[src/rtl/pipe_skid_stage_pkg.sv]
// Shared definitions for the pipeline stage registers: payload defaults,
// the stage-state encoding and a helper that maps a state to its beat count.
package pipe_pkg;

  localparam int          PC_W     = 32;
  localparam int          INST_W   = 32;
  localparam logic [31:0] NOP_INST = 32'h0000_0013;

  typedef enum logic [1:0] {
    ST_EMPTY,
    ST_MAIN,
    ST_FULL
  } stage_state_e;

  function automatic logic [1:0] occ_of(stage_state_e st);
    case (st)
      ST_EMPTY: occ_of = 2'd0;
      ST_MAIN:  occ_of = 2'd1;
      ST_FULL:  occ_of = 2'd2;
      default:  occ_of = 2'd0;
    endcase
  endfunction

endpackage

[src/rtl/pipe_skid_stage_if.sv]
// Handshake bundle between two pipeline stages plus the hazard controls.
// The stage itself uses the slave view; whoever drives the stage uses master.
interface pipe_skid_stage_if #(
  parameter int DATA_W = 64
);

  logic              in_valid;
  logic              in_ready;
  logic [DATA_W-1:0] in_data;
  logic              stall;
  logic              flush;
  logic              out_valid;
  logic              out_ready;
  logic [DATA_W-1:0] out_data;
  logic [1:0]        occupancy;

  modport master (
    output in_valid, in_data, stall, flush, out_ready,
    input  in_ready, out_valid, out_data, occupancy
  );

  modport slave (
    input  in_valid, in_data, stall, flush, out_ready,
    output in_ready, out_valid, out_data, occupancy
  );

endinterface

[src/rtl/pipe_skid_stage_buf.sv]
// Two-entry skid buffer: main output register, skid register and the state
// machine tracking how many beats are held. in_ready is registered here.
//
//   state    | meaning
//   ---------+-------------------------------------------------
//   ST_EMPTY | nothing held, main shows the bubble payload
//   ST_MAIN  | one beat held in main and presented downstream
//   ST_FULL  | main presented, a second beat parked in skid
module pipe_skid_buf
  import pipe_pkg::*;
#(
  parameter int                DATA_W     = 64,
  parameter logic [DATA_W-1:0] BUBBLE_VAL = '0
) (
  input  logic              clk,
  input  logic              rst,
  input  logic              flush,
  input  logic              acc,
  input  logic              take,
  input  logic [DATA_W-1:0] in_data,
  output stage_state_e      state,
  output logic              in_ready,
  output logic [DATA_W-1:0] main_data
);

  stage_state_e      state_q, state_d;
  logic [DATA_W-1:0] main_q, main_d;
  logic [DATA_W-1:0] skid_q, skid_d;
  logic              ready_q;

  always_ff @(posedge clk) begin
    if (rst) begin
      state_q <= ST_EMPTY;
      main_q  <= BUBBLE_VAL;
      skid_q  <= BUBBLE_VAL;
      ready_q <= 1'b1;
    end else begin
      state_q <= state_d;
      main_q  <= main_d;
      skid_q  <= skid_d;
      ready_q <= (state_d != ST_FULL);
    end
  end

  always_comb begin
    state_d = state_q;
    main_d  = main_q;
    skid_d  = skid_q;
    if (flush) begin
      // a beat offered in this cycle is dropped; upstream treats it as consumed
      state_d = ST_EMPTY;
      main_d  = BUBBLE_VAL;
      skid_d  = BUBBLE_VAL;
    end else begin
      case (state_q)
        ST_EMPTY: begin
          if (acc) begin
            state_d = ST_MAIN;
            main_d  = in_data;
          end
        end
        ST_MAIN: begin
          if (acc && take) begin
            main_d = in_data;
          end else if (acc) begin
            state_d = ST_FULL;
            skid_d  = in_data;
          end else if (take) begin
            state_d = ST_EMPTY;
            main_d  = BUBBLE_VAL;
          end
        end
        ST_FULL: begin
          if (take) begin
            state_d = ST_MAIN;
            main_d  = skid_q;
            skid_d  = BUBBLE_VAL;
          end
        end
        default: begin
          state_d = ST_EMPTY;
          main_d  = BUBBLE_VAL;
          skid_d  = BUBBLE_VAL;
        end
      endcase
    end
  end

  assign state     = state_q;
  assign in_ready  = ready_q;
  assign main_data = main_q;

endmodule

[src/rtl/pipe_skid_stage.sv]
// Parametrised pipeline stage register with valid/ready, stall and flush.
// SKID_EN selects the registered-ready skid buffer or a single latch.
module pipe_skid_stage
  import pipe_pkg::*;
#(
  parameter int                DATA_W     = 64,
  parameter bit                SKID_EN    = 1'b1,
  parameter logic [DATA_W-1:0] BUBBLE_VAL = DATA_W'({32'h0, NOP_INST})
) (
  input logic              clk,
  input logic              rst,
  pipe_skid_stage_if.slave bus
);

  logic acc;
  logic take;

  // stall looks exactly like a downstream that is not ready
  assign take = bus.out_valid & bus.out_ready & ~bus.stall;
  assign acc  = bus.in_valid & bus.in_ready;

  generate
    if (SKID_EN) begin : g_skid
      stage_state_e      state;
      logic              ready_q;
      logic [DATA_W-1:0] main_data;

      pipe_skid_buf #(
        .DATA_W     (DATA_W),
        .BUBBLE_VAL (BUBBLE_VAL)
      ) u_buf (
        .clk       (clk),
        .rst       (rst),
        .flush     (bus.flush),
        .acc       (acc),
        .take      (take),
        .in_data   (bus.in_data),
        .state     (state),
        .in_ready  (ready_q),
        .main_data (main_data)
      );

      assign bus.in_ready  = ready_q;
      assign bus.out_valid = (state != ST_EMPTY);
      assign bus.out_data  = main_data;
      assign bus.occupancy = occ_of(state);
    end else begin : g_single
      logic              valid_q;
      logic [DATA_W-1:0] data_q;

      always_ff @(posedge clk) begin
        if (rst || bus.flush) begin
          valid_q <= 1'b0;
          data_q  <= BUBBLE_VAL;
        end else if (acc) begin
          valid_q <= 1'b1;
          data_q  <= bus.in_data;
        end else if (take) begin
          valid_q <= 1'b0;
          data_q  <= BUBBLE_VAL;
        end
      end

      assign bus.in_ready  = ~valid_q | take;
      assign bus.out_valid = valid_q;
      assign bus.out_data  = data_q;
      assign bus.occupancy = {1'b0, valid_q};
    end
  endgenerate

endmodule

[src/flat_wrapper.sv]
// flat-port wrapper written by rule: the top's interface ports become plain ports
module pipe_skid_stage_flat import pipe_pkg::*;
#(
  parameter int                DATA_W     = 64,
  parameter bit                SKID_EN    = 1'b1,
  parameter logic [DATA_W-1:0] BUBBLE_VAL = DATA_W'({32'h0, NOP_INST})
)
  (clk, rst, bus_in_valid, bus_in_data, bus_stall, bus_flush, bus_out_ready, bus_in_ready, bus_out_valid, bus_out_data, bus_occupancy);
  pipe_skid_stage_if #(.DATA_W(DATA_W)) bus_i ();
  input logic clk;
  input logic rst;
  input wire logic [$bits(bus_i.in_valid)-1:0] bus_in_valid;
  input wire logic [$bits(bus_i.in_data)-1:0] bus_in_data;
  input wire logic [$bits(bus_i.stall)-1:0] bus_stall;
  input wire logic [$bits(bus_i.flush)-1:0] bus_flush;
  input wire logic [$bits(bus_i.out_ready)-1:0] bus_out_ready;
  output wire logic [$bits(bus_i.in_ready)-1:0] bus_in_ready;
  output wire logic [$bits(bus_i.out_valid)-1:0] bus_out_valid;
  output wire logic [$bits(bus_i.out_data)-1:0] bus_out_data;
  output wire logic [$bits(bus_i.occupancy)-1:0] bus_occupancy;
  assign bus_i.in_valid = bus_in_valid;
  assign bus_i.in_data = bus_in_data;
  assign bus_i.stall = bus_stall;
  assign bus_i.flush = bus_flush;
  assign bus_i.out_ready = bus_out_ready;
  assign bus_in_ready = bus_i.in_ready;
  assign bus_out_valid = bus_i.out_valid;
  assign bus_out_data = bus_i.out_data;
  assign bus_occupancy = bus_i.occupancy;
  pipe_skid_stage #(.DATA_W(DATA_W), .SKID_EN(SKID_EN), .BUBBLE_VAL(BUBBLE_VAL)) u_core (.clk(clk), .rst(rst), .bus(bus_i));
endmodule
[config.mk]
export PLATFORM = sky130hd
export DESIGN_NAME = pipe_skid_stage_flat
export DESIGN_NICKNAME = d
export VERILOG_FILES = /design/src/rtl/pipe_skid_stage_pkg.sv /design/src/rtl/pipe_skid_stage_if.sv /design/src/rtl/pipe_skid_stage_buf.sv /design/src/rtl/pipe_skid_stage.sv /design/src/flat_wrapper.sv
export SDC_FILE = /design/constraint.sdc
export NUM_CORES = 1
export LEC_CHECK = 0
export CAP_MARGIN = 30
export CORE_ASPECT_RATIO = 1.75
export CORE_MARGIN = 3
export CORE_UTILIZATION = 44
export DETAILED_ROUTE_END_ITERATION = 8
export HOLD_SLACK_MARGIN = 0.12
export PLACE_DENSITY_LB_ADDON = 0.05
export SYNTH_ARGS = -nofsm -noshare
export SYNTH_HDL_FRONTEND = slang
export SYNTH_SLANG_ARGS = --single-unit
export TNS_END_PERCENT = 1
[constraint.sdc]
create_clock -name clk -period 1.5 [get_ports clk]
set_input_delay 0.3 -clock clk [delete_from_list [all_inputs] [get_ports clk]]
set_output_delay 0.3 -clock clk [all_outputs]
set_load 0.005 [all_outputs]
Yosys cells after proc, flatten, opt, wreduce, memory -nomap -nowiden
Cells that the tools add are included.

Output and inout bits: 68. Register bits: 131. Bits in latches: 0. Memory bits (read-only): 0. Memories: 0. Memory bits (writable): 0.

Equal/unequal tests: 9. Multipliers: 0. Magnitude comparators: 0. Bitwise logic cells: 5. Multiplexer cells: 16. Reductions and logical operators: 6. Shifts and indexed selects: 0. $add $sub $neg: 0. Div/mod/pow operators: 0.

Operators with widths (number): 2-to-1 mux 64 bit (6); case mux 64 bit (3 select lines) (2); 2-to-1 mux 2 bit (6); inequality test 2 bit (second input constant) (5); AND reduction 4 bit (2); inequality test 3 bit (second input constant) (2); case mux 2 bit (3 select lines) (1); case mux 2 bit (2 select lines) (1); AND 1 bit (3); equality test 2 x 1 -> 1 bit (second input constant) (1); equality test 2 bit (second input constant) (1); logical NOT 2 bit (1); inverter 1 bit (2); nonzero test 2 bit (1); OR reduction 2 bit (1); logical AND 1 bit (1).

Logic depth before layout (Yosys ltp)
Gate-level depths: netlist of run 1.

Word-level depth: 9. Depth in mapped cells: 7.

Modules after synthesis
From an unflattened synthesis of run 1, not the netlist that was laid out.

Cells, all modules: 749. Area, all modules: 6476.2 um^2.

By module, submodules not included: pipe_skid_buf (area an instance 6441.2 um^2, seq. area each 2622.5 um^2, cells each 744, times used 1); pipe_skid_stage (area an instance 35.0 um^2, seq. area each 0.0 um^2, cells each 5, times used 1).

Worst setup path before layout of run 1
OpenSTA, ideal clock, no wires.

Kind: reg2reg. From: register u_core.g_skid.u_buf.state_q[0], in the netlist u_core.g_skid.u_buf.state[0]. To: register u_core.g_skid.u_buf.main_q[46], in the netlist u_core.g_skid.u_buf.main_data[46]. Library setup time: 0.117 ns. Path slack: 0.060 ns. Required time: 1.383 ns. Stages on the path, launching flop included: 8. Arrival time: 1.324 ns. Path through: dfxtp_1 > buf_4 > nand2b_1 > o22ai_2 > o21a_1 > buf_4 > clkbuf_4 > a22o_1.

Longest elaborated chain between the ends: 6.

RTL lines: from (decl) (RTL line pipe_skid_stage_buf.sv:26) `stage_state_e state_q, state_d;`; from (signal assigned) (RTL line pipe_skid_stage_buf.sv:38) `state_q <= state_d;`; nonzero test 2 bit (RTL line pipe_skid_stage.sv:44) `assign bus.out_valid = (state != ST_EMPTY);`; AND 1 bit (2 in a row) (RTL line pipe_skid_stage.sv:19) `assign take = bus.out_valid & bus.out_ready & ~bus.stall;`; logical AND 1 bit (RTL line pipe_skid_stage_buf.sv:63) `if (acc && take) begin`; inequality test 3 bit (no line) / 2-to-1 mux 64 bit (equally long branches); AND reduction 4 bit (no line) / case mux 64 bit (3 select lines) (equally long branches); to (signal assigned) (RTL line pipe_skid_stage_buf.sv:39) `main_q <= main_d;`; to (decl) (RTL line pipe_skid_stage_buf.sv:27) `logic [DATA_W-1:0] main_q, main_d;`.

Several ways; a longest one is shown, not always the timed one. A chain may end at the register's enable or synchronous reset.

Final worst setup path of run 1
From: register u_core.g_skid.u_buf.state_q[1], in the netlist u_core.g_skid.u_buf.state[1]. To: output bus_out_valid.

Longest elaborated chain between the ends: 1.

RTL lines: nonzero test 2 bit (RTL line pipe_skid_stage.sv:44); to (decl) (RTL line flat_wrapper.sv:18) `output wire logic [$bits(bus_i.out_valid)-1:0] bus_out_valid;`.

Every way passes these cells.

==> metrics.md, run 1 <==
| Metric | Value |
|---|---|
| Fin. Hold Viols | 0 |
| Vias in the first global route | roughly 4700 |
| I/O pin count | approximately 140 |
| DR iter-0 viols | between 200 and 300 |
| CTS max path bufs | 2 |
| Initial antenna violation count | 0 |
| Residual DRC | 0 |
| CTS tree | built |
| Synth Net Count | roughly 550 |
| Largest net degree at the start of global routing | between 40 and 50 |
| FF-to-FF End | u_core.g_skid.u_buf.main_data[53] |
| Hold path cells | 2 |
| Placed Area | approximately 7200 µm² |
| CP cell instances | buf_6 > or2_4 > buf_6 |
| Nets | roughly 700 |
| Fin area | between 7000 and 8000 µm² |
| Register area | between 2000 and 3000 µm² |
| Leak | 0.00325 µW |
| Cell area after synthesis | 5480 µm² |
| Hold path startpoint | u_core.g_skid.u_buf.main_data[4] |
| Die H | ~150 µm |
| N_diodes | 0 |
| Crit. path cell count | 3 |
| Critical Path Fanout Max | 4 |
| WS Path Type | flop to output port |
| Endpoint class of the critical path | output port |
| Met2 wire len | around 8700 µm |
| Hpwl dp | about 9700 µm |
| P per Cell Area | between 1000 and 1500 nW/µm² |
| FILL cells | 961 |
| Remaining Overflow, GRT | 0 |
| Worst-path clk slew | about 0.060 ns |
| Post-place setup slack | -0.610 ns |
| Ys async rst share | 0% |
| Max-cap violations | 0 |
| Die area | between 10000 and 15000 µm² |
| First-pass GRT wire length | about 25000 µm |
| Post-Route WL | between 15000 and 20000 µm |
| Max H-tree Level | 4 |
| CP Launch Type | flop |
| Drt first pass iters | 5 |
| Buf+Inv Stages, Crit Path | 2 |
| GPL Wtd Cong | 0.810 |
| Fin crit period | approximately 1.6 ns |
| Reg2Reg Setup Slack | -0.05 ns |
| Max Used Layer | met4 |
| Max-slew violations | 0 |
| Clk_lat worst skew | just over 0.4 ns |
| Total clock sinks | around 130 |
| Critical path's largest stage delay | about 0.36 ns |
| WP data required | 1.20 ns |
| R2R cell count | 6 |
| R2R Path Start | u_core.g_skid.u_buf.state[1] |
| Multi-input gate area in the final layout | around 2600 µm² |
| Failing checks | setup timing |
| Mean Syn Cell Area | 11.4 µm² |
| Peak VDD IR | 800 µV |
| ANT nets after route | 0 |
| Hold buffers post-CTS | 0 |
| Flip-flop and latch count after synthesis | about 130 |
| Die W | between 90 and 100 µm |
| Worst min-delay path class | flop to flop |
| Ys Warns | 0 |
| Sequential area share after synthesis | between 40% and 50% |
| Num rows | 53 |
| FMAX | ~0.63 GHz |
| Number of enable flip-flop cells after synthesis | 0 |
| Outcome | finished with violations |
| Most common cell after layout, fill and taps aside | a22o_1 |
| Final Cycle Share | 105% |
| Setup WS post-layout | -0.0764 ns |
| RSZ-0062 raised after global routing | yes |
| Unique cell type count in the Yosys netlist | 33 |
| Most frequent cells in the layout | a22o_1 (122), dfxtp_1 (115), clkdlybuf4s50_1 (67) |
| Length of routed met3 wiring | between 700 and 800 µm |
| Fraction of layout cells with a size suffix above 1 | between 10% and 20% |
| Finished Core Util | 65.9% |
| Total GRT Usage | 22.2% |
| Delay-heaviest family, CP | flip-flops |
| Core area | around 12000 µm² |
| WL met1 | between 6000 and 7000 µm |
| WL/cell | just over 20 µm |
| Total CTS buffers | 17 |
| Vias | roughly 4600 |
| Worst Tran Pin Value | between 0.4 and 0.5 ns |
| Final setup viols | 64 |
| Cell mode on critical path | buf_6 |
| Root buf cell | clkbuf_16 |
| Area grow syn2layout | 44.9% |
| Main synth FF type | dfxtp_1 |
| Slew margin rel. | between 60 and 70% |
| Critical Path AT | roughly 1.3 ns |
| Initial Utilization | a little under half |
| IO Port Bufs | between 100 and 150 |
| Endpoint, Worst Hold | u_core.g_skid.u_buf.main_data[4] |
| Vias per cell | between 5 and 6 |
| CP max stage cell | dfxtp_4 |
| Skew final | approximately 0.011 ns |
| Syn Inst Count | between 400 and 500 |
[what timing repair did]
action | 4_1_cts | 5_1_grt
endpoints found under the setup margin | 194 | 128
endpoints found under the hold margin | 0 | 0
gates resized for setup | 101 | 13
pin swaps | 1 | 7
gates cloned | 1 | 9
setup buffers | 1 | 3
[cells in the mapped netlist, types with 2 or more instances]
cell type    n  area (µm²)
a22o_1     122        1070
nand2b_1     3        18.8
nand2_1      4        15.0
nor3_2       3        30.0
buf_6        8        90.1
inv_1        9        33.8
buf_4        5        37.5
a2bb2oi_1    3        26.3
buf_1        2        7.51
dfxtp_1    131        2620
mux2i_1     60         601
buf_2       23         115
clkbuf_1     6        22.5
nor4b_1      2        17.5
nor2_1       8        30.0
o2bb2ai_1   60         526
o21ai_1      3        15.0
a21oi_1      9        45.0
o21a_1       3        22.5
clkbuf_4     5        37.5
[worst min-delay path, stage by stage (launching register included)]
cell and delay, ns:
dfxtp_1 0.31, inv_1 0.05, a2bb2oi_1 0.05
[how the worst max path moves through the flow]
stage	slack [ns]	startpoint	endpoint
finish	-0.08	u_core.g_skid.u_buf.state[1]	bus_out_valid
global route	-0.11	u_core.g_skid.u_buf.state[1]	u_core.g_skid.u_buf.main_data[18]
CTS	-0.13	bus_stall	u_core.g_skid.u_buf.skid_q[4]
global placement	-0.73	bus_stall	u_core.g_skid.u_buf.main_data[61]
floorplan	0.06	u_core.g_skid.u_buf.state[0]	u_core.g_skid.u_buf.main_data[46]
detailed placement	-0.61	bus_stall	u_core.g_skid.u_buf.skid_q[4]
[cells by family after synthesis]
group | share of synthesized area [%]
compound gates | 32.1
flops | 47.8
mux | 11.0
simple gates | 2.90
buf+inv | 6.27
[metrics by stage]
stage          hold WS [ns]  instances  total power (µW)  TNS (ns)
6_report              0.450        812              8630     -1.42
5_1_grt               0.480        812              8940     -5.84
4_1_cts               0.451        800              8620    -12.61
3_5_place_dp          0.442        766              4580    -70.81
3_3_place_gp          0.439        765              4560    -71.71
2_1_floorplan         0.433        482              4070         0
[registers in the layout, indices dropped and copies added (netlist names)]
| register | flops |
|---|---|
| u_core.g_skid.u_buf.in_ready | 1 |
| u_core.g_skid.u_buf.skid_q | 64 |
| u_core.g_skid.u_buf.main_data | 64 |
| u_core.g_skid.u_buf.state | 2 |
[final cells by class]
class | count | area share [%]
sequential | 131 | 33.3
multi-input combinational | 294 | 32.7
timing repair buffer | 181 | 23.6
clock buffer | 23 | 6.01
tap | 165 | 2.60
clock inverter | 9 | 1.29
inverter | 9 | 0.425
[power breakdown]
part,internal [µW],total (µW),switching [µW]
Sequential,3560,3610,45.8
Clock,2570,4090,1520
Combinational,505,940,434
Total,6640,8630,2000
[routing by layer]
layer,track usage [%],vias to the layer above
li1,-,2196
met1,25.7,2278
met2,39.9,136
met3,5.63,21
met4,7.16,0
met5,0,-
Note: power is estimated with default switching activity, not from simulation.
==> inputs of run 2 (changes only) <==
--- a/config.mk
+++ b/config.mk
@@ -8,11 +8,12 @@
 export CAP_MARGIN = 30
 export CORE_ASPECT_RATIO = 1.75
 export CORE_MARGIN = 3
-export CORE_UTILIZATION = 44
+export CORE_UTILIZATION = 45
 export DETAILED_ROUTE_END_ITERATION = 8
 export HOLD_SLACK_MARGIN = 0.12
 export PLACE_DENSITY_LB_ADDON = 0.05
 export SYNTH_ARGS = -nofsm -noshare
 export SYNTH_HDL_FRONTEND = slang
+export SYNTH_HIERARCHICAL = 1
 export SYNTH_SLANG_ARGS = --single-unit
 export TNS_END_PERCENT = 1
==> metrics.md, run 2 <==
| Metric | Value |
|---|---|
| WP data required | 1.78 ns (+0.58 ns) |
| CP cell instances | or2_1 > and3b_2 > and2b_2 > o22a_4 > clkbuf_16 > mux2i_1 > nor2_1 |
| Critical Path AT | 2.23 ns (+0.95 ns) |
| CTS max path bufs | 2 (unchanged) |
| Mean Syn Cell Area | 8.65 µm² (-24%) |
| Area leader, netlist | dfxtp_1 |
| Peak VDD IR | 628 µV (-22%) |
| Die W | 96.7 µm (+7.0%) |
| Ys async rst share | 0% (unchanged) |
| FF-to-FF End | u_core/g_skid.u_buf/skid_q[40] |
| Reg2Reg Setup Slack | -0.45 ns (-0.40 ns) |
| Num rows | 57 (+7.5%) |
| Buf+Inv Stages, Crit Path | 1 (-1) |
| Post-Layout Cell Count | 1064 (+31%) |
| Area grow syn2layout | 37.2% |
| Die H | 165 µm (+7.2%) |
| Vias in the first global route | 6160 (+30%) |
| Worst min-delay path class | flop to flop |
| Total GRT Usage | 23.0% (+0.79 points) |
| Placed cells | 1026 (+34%) |
| Largest net degree at the start of global routing | 55 (+31%) |
| Residual DRC | 0 (unchanged) |
| Initial antenna violation count | 0 (unchanged) |
| P per Cell Area | 1050 nW/µm² (-3.5%) |
| Synth top area share | 40.5% (-7.3 points) |
| Fin. Hold Viols | 0 (unchanged) |
| Critical path's largest stage delay | 0.34 ns (-0.02 ns) |
| Slew margin rel. | 60.8% (-8.2 points) |
| Synth Net Count | 819 (+48%) |
| Skew final | 0.0102 ns (-0.000979 ns) |
| Vias | 6055 (+31%) |
| R2R cell count | 7 (+1) |
| Crit. path cell count | 7 (+4) |
| Drt first pass iters | 5 (unchanged) |
| Initial Utilization | 46.3% (+0.89 points) |
| Delay-heaviest family, CP | simple AND/OR/NAND/NOR gates |
| Main synth FF type | dfxtp_1 |
| Commonest cells in the netlist | dfxtp_1 (131), nor2_1 (125), a21oi_1 (66), and2_1 (63), mux2i_1 (62) |
| First-pass GRT wire length | 30300 µm (+22%) |
| Most frequent cell after synthesis | dfxtp_1 |
| ANT nets after route | 0 (unchanged) |
| Fraction of layout cells with a size suffix above 1 | 13.2% (-3.8 points) |
| Ys Warns | 6 (+6) |
| Final setup viols | 132 (+110%) |
| Core area | 14000 µm² (+16%) |
| Hold buffers post-CTS | 0 (unchanged) |
| Most common cell after layout, fill and taps aside | nor2_1 |
| Most frequent cells in the layout | nor2_1 (124), dfxtp_1 (120), clkdlybuf4s50_1 (69) |
| Leak | 0.00335 µW (+3.0%) |
| Root buf cell | clkbuf_16 |
| Unique cell type count in the Yosys netlist | 31 (-6.1%) |
| Max-cap violations | 0 (unchanged) |
| DR iter-0 viols | 256 (-7.9%) |
| RSZ-0062 raised after global routing | yes |
| Flip-flop and latch count after synthesis | 131 (unchanged) |
| R2R Path Start | u_core/g_skid.u_buf/state[1] |
| Synth top area cells | dfxtp_1 (40%), mux2i_1 (9.6%), nor2_1 (7.2%) |
| N_diodes | 0 (unchanged) |
| Hpwl dp | 12000 µm (+24%) |
| Register area | 2640 µm² (-0.33%) |
| Endpoint, Worst Hold | u_core/g_skid.u_buf/skid_q[0] |
| FMAX | 0.514 GHz (-19%) |
| Total CTS buffers | 17 (unchanged) |
| Hold path cells | 2 (unchanged) |
| Total clock sinks | 131 (unchanged) |
| Placed Area | 8140 µm² (+14%) |
| Fin crit period | 1.95 ns (+0.370 ns) |
| FILL cells | 1291 (+34%) |
| Max-slew violations | 0 (unchanged) |
| Vias per cell | 5.69 (-0.22%) |
| Final Cycle Share | 130% (+25 points) |
| IO Port Bufs | 137 (unchanged) |
| I/O pin count | 138 (unchanged) |
| Setup bufs post-CTS | 0 (-1) |
| WL/cell | 17.7 µm (-12%) |
| Final TNS setup | -47.48 ns (-46.06 ns) |
| Hold path startpoint | u_core/g_skid.u_buf/skid_q[0] |
| Post-Route WL | 18900 µm (+15%) |
| Failing checks | setup timing |
| WS Path Type | flop to flop |
| Worst Tran Pin Value | 0.588 ns (+0.123 ns) |
| Nets | 944 (+34%) |
| Worst-path clk slew | 0.06 ns (about the same) |
| Remaining Overflow, GRT | 0 (unchanged) |
| Total Power | 9320 µW (+8.0%) |
| GPL Wtd Cong | 0.753 (-7.0%) |
| Number of enable flip-flop cells after synthesis | 0 (unchanged) |
| Multi-input gate area in the final layout | 3500 µm² (+35%) |
| Finished Core Util | 63.6% (-2.3 points) |
| Sequential area share after synthesis | 40.5% (-7.3 points) |
| Max H-tree Level | 4 (unchanged) |
| CTS tree | built |
| CP max stage cell | dfxtp_4 |
| Clk_lat worst skew | 0.42 ns (about the same) |
| Endpoint class of the critical path | flop |
| Die area | 15900 µm² (+15%) |
| Syn Inst Count | 749 (+55%) |
| Setup WS post-layout | -0.447 ns (-0.370 ns) |
| Fin area | 8890 µm² (+12%) |
| CP Launch Type | flop |
| Cell area after synthesis | 6480 µm² (+18%) |
| Outcome | finished with violations |
| Critical Path Fanout Max | 8 (+4) |
run 2: cell count changes in the layout (fill, tap and decap cells not counted), moves of 11 or more:
cell       previous run  this run
nor2_1                7       124
a22o_1              122         0
nand3b_1              0        61
a21oi_1               9        65
o2bb2ai_1            60         0
a221oi_2              0        11
a221oi_1              0        50
nand3_1               1        61
and2_1                1        62
run 2: where the power goes:
group / internal, µW / leakage (µW) / total, µW / switching (µW)
sequential: 3550 / 0.00107 / 3580 / 36.7
clock: 3000 / 0.000307 / 4590 / 1580
combinational: 577 / 0.00198 / 1150 / 574
total: 7130 / 0.00335 / 9320 / 2190
run 2: layout make-up:
class	instances	share of cell area, %
Timing Repair Buffer	182	20.8
Sequential cell	131	29.7
Tap cell	177	2.49
Clock inverter	12	2.29
Clock buffer	20	5.03
Inverter	7	0.296
Multi-Input combinational cell	535	39.4
run 2: worst max-delay path by stage:
stage,from,endpoint
after floorplan,u_core/g_skid.u_buf/state[0],u_core/g_skid.u_buf/main_data[29]
after global placement,bus_out_ready,u_core/g_skid.u_buf/main_data[53]
after detailed placement,bus_out_ready,u_core/g_skid.u_buf/main_data[47]
after CTS,u_core/g_skid.u_buf/state[1],u_core/g_skid.u_buf/skid_q[11]
after global routing,u_core/g_skid.u_buf/state[1],u_core/g_skid.u_buf/skid_q[11]
final,u_core/g_skid.u_buf/state[1],u_core/g_skid.u_buf/skid_q[40]
run 2: cell families (layout without fill, tap and decap cells):
logic type | count (synthesis) | after routing | share of synthesized area, %
simple gates | 330 | 330 | 27.0
compound gates | 141 | 142 | 16.1
flops | 131 | 131 | 40.5
buf+inv | 84 | 221 | 6.61
mux | 63 | 63 | 9.81
run 2: worst min-delay path: cells and delay by family (launching register included):
family          cells  cell delay, ns
compound gates      1            0.06
simple gates        1            0.05
flops               1            0.34
run 2: routing by layer:
metal / routed length [µm] / GRT usage (%) / vias up
met4: 188 / 7.35 / 0
met3: 766 / 4.48 / 16
met2: 10300 / 43.2 / 161
met5: 0 / 0 / -
li1: - / - / 2915
met1: 7650 / 26.1 / 2963
run 2: what timing repair did:
action / 4_1_cts / 5_1_grt
resized for setup: 89 / 11
pin swaps: 8 / 4
setup endpoints to repair: 197 / 134
cloned: 0 / 6
run 2: per-stage QoR:
step,setup slack [ns],hold WS (ns)
after floorplan,-0.354,0.409
after CTS,-0.449,0.492
after detailed placement,-0.612,0.472
final,-0.447,0.484
after global routing,-0.532,0.495
after global placement,-0.596,0.471
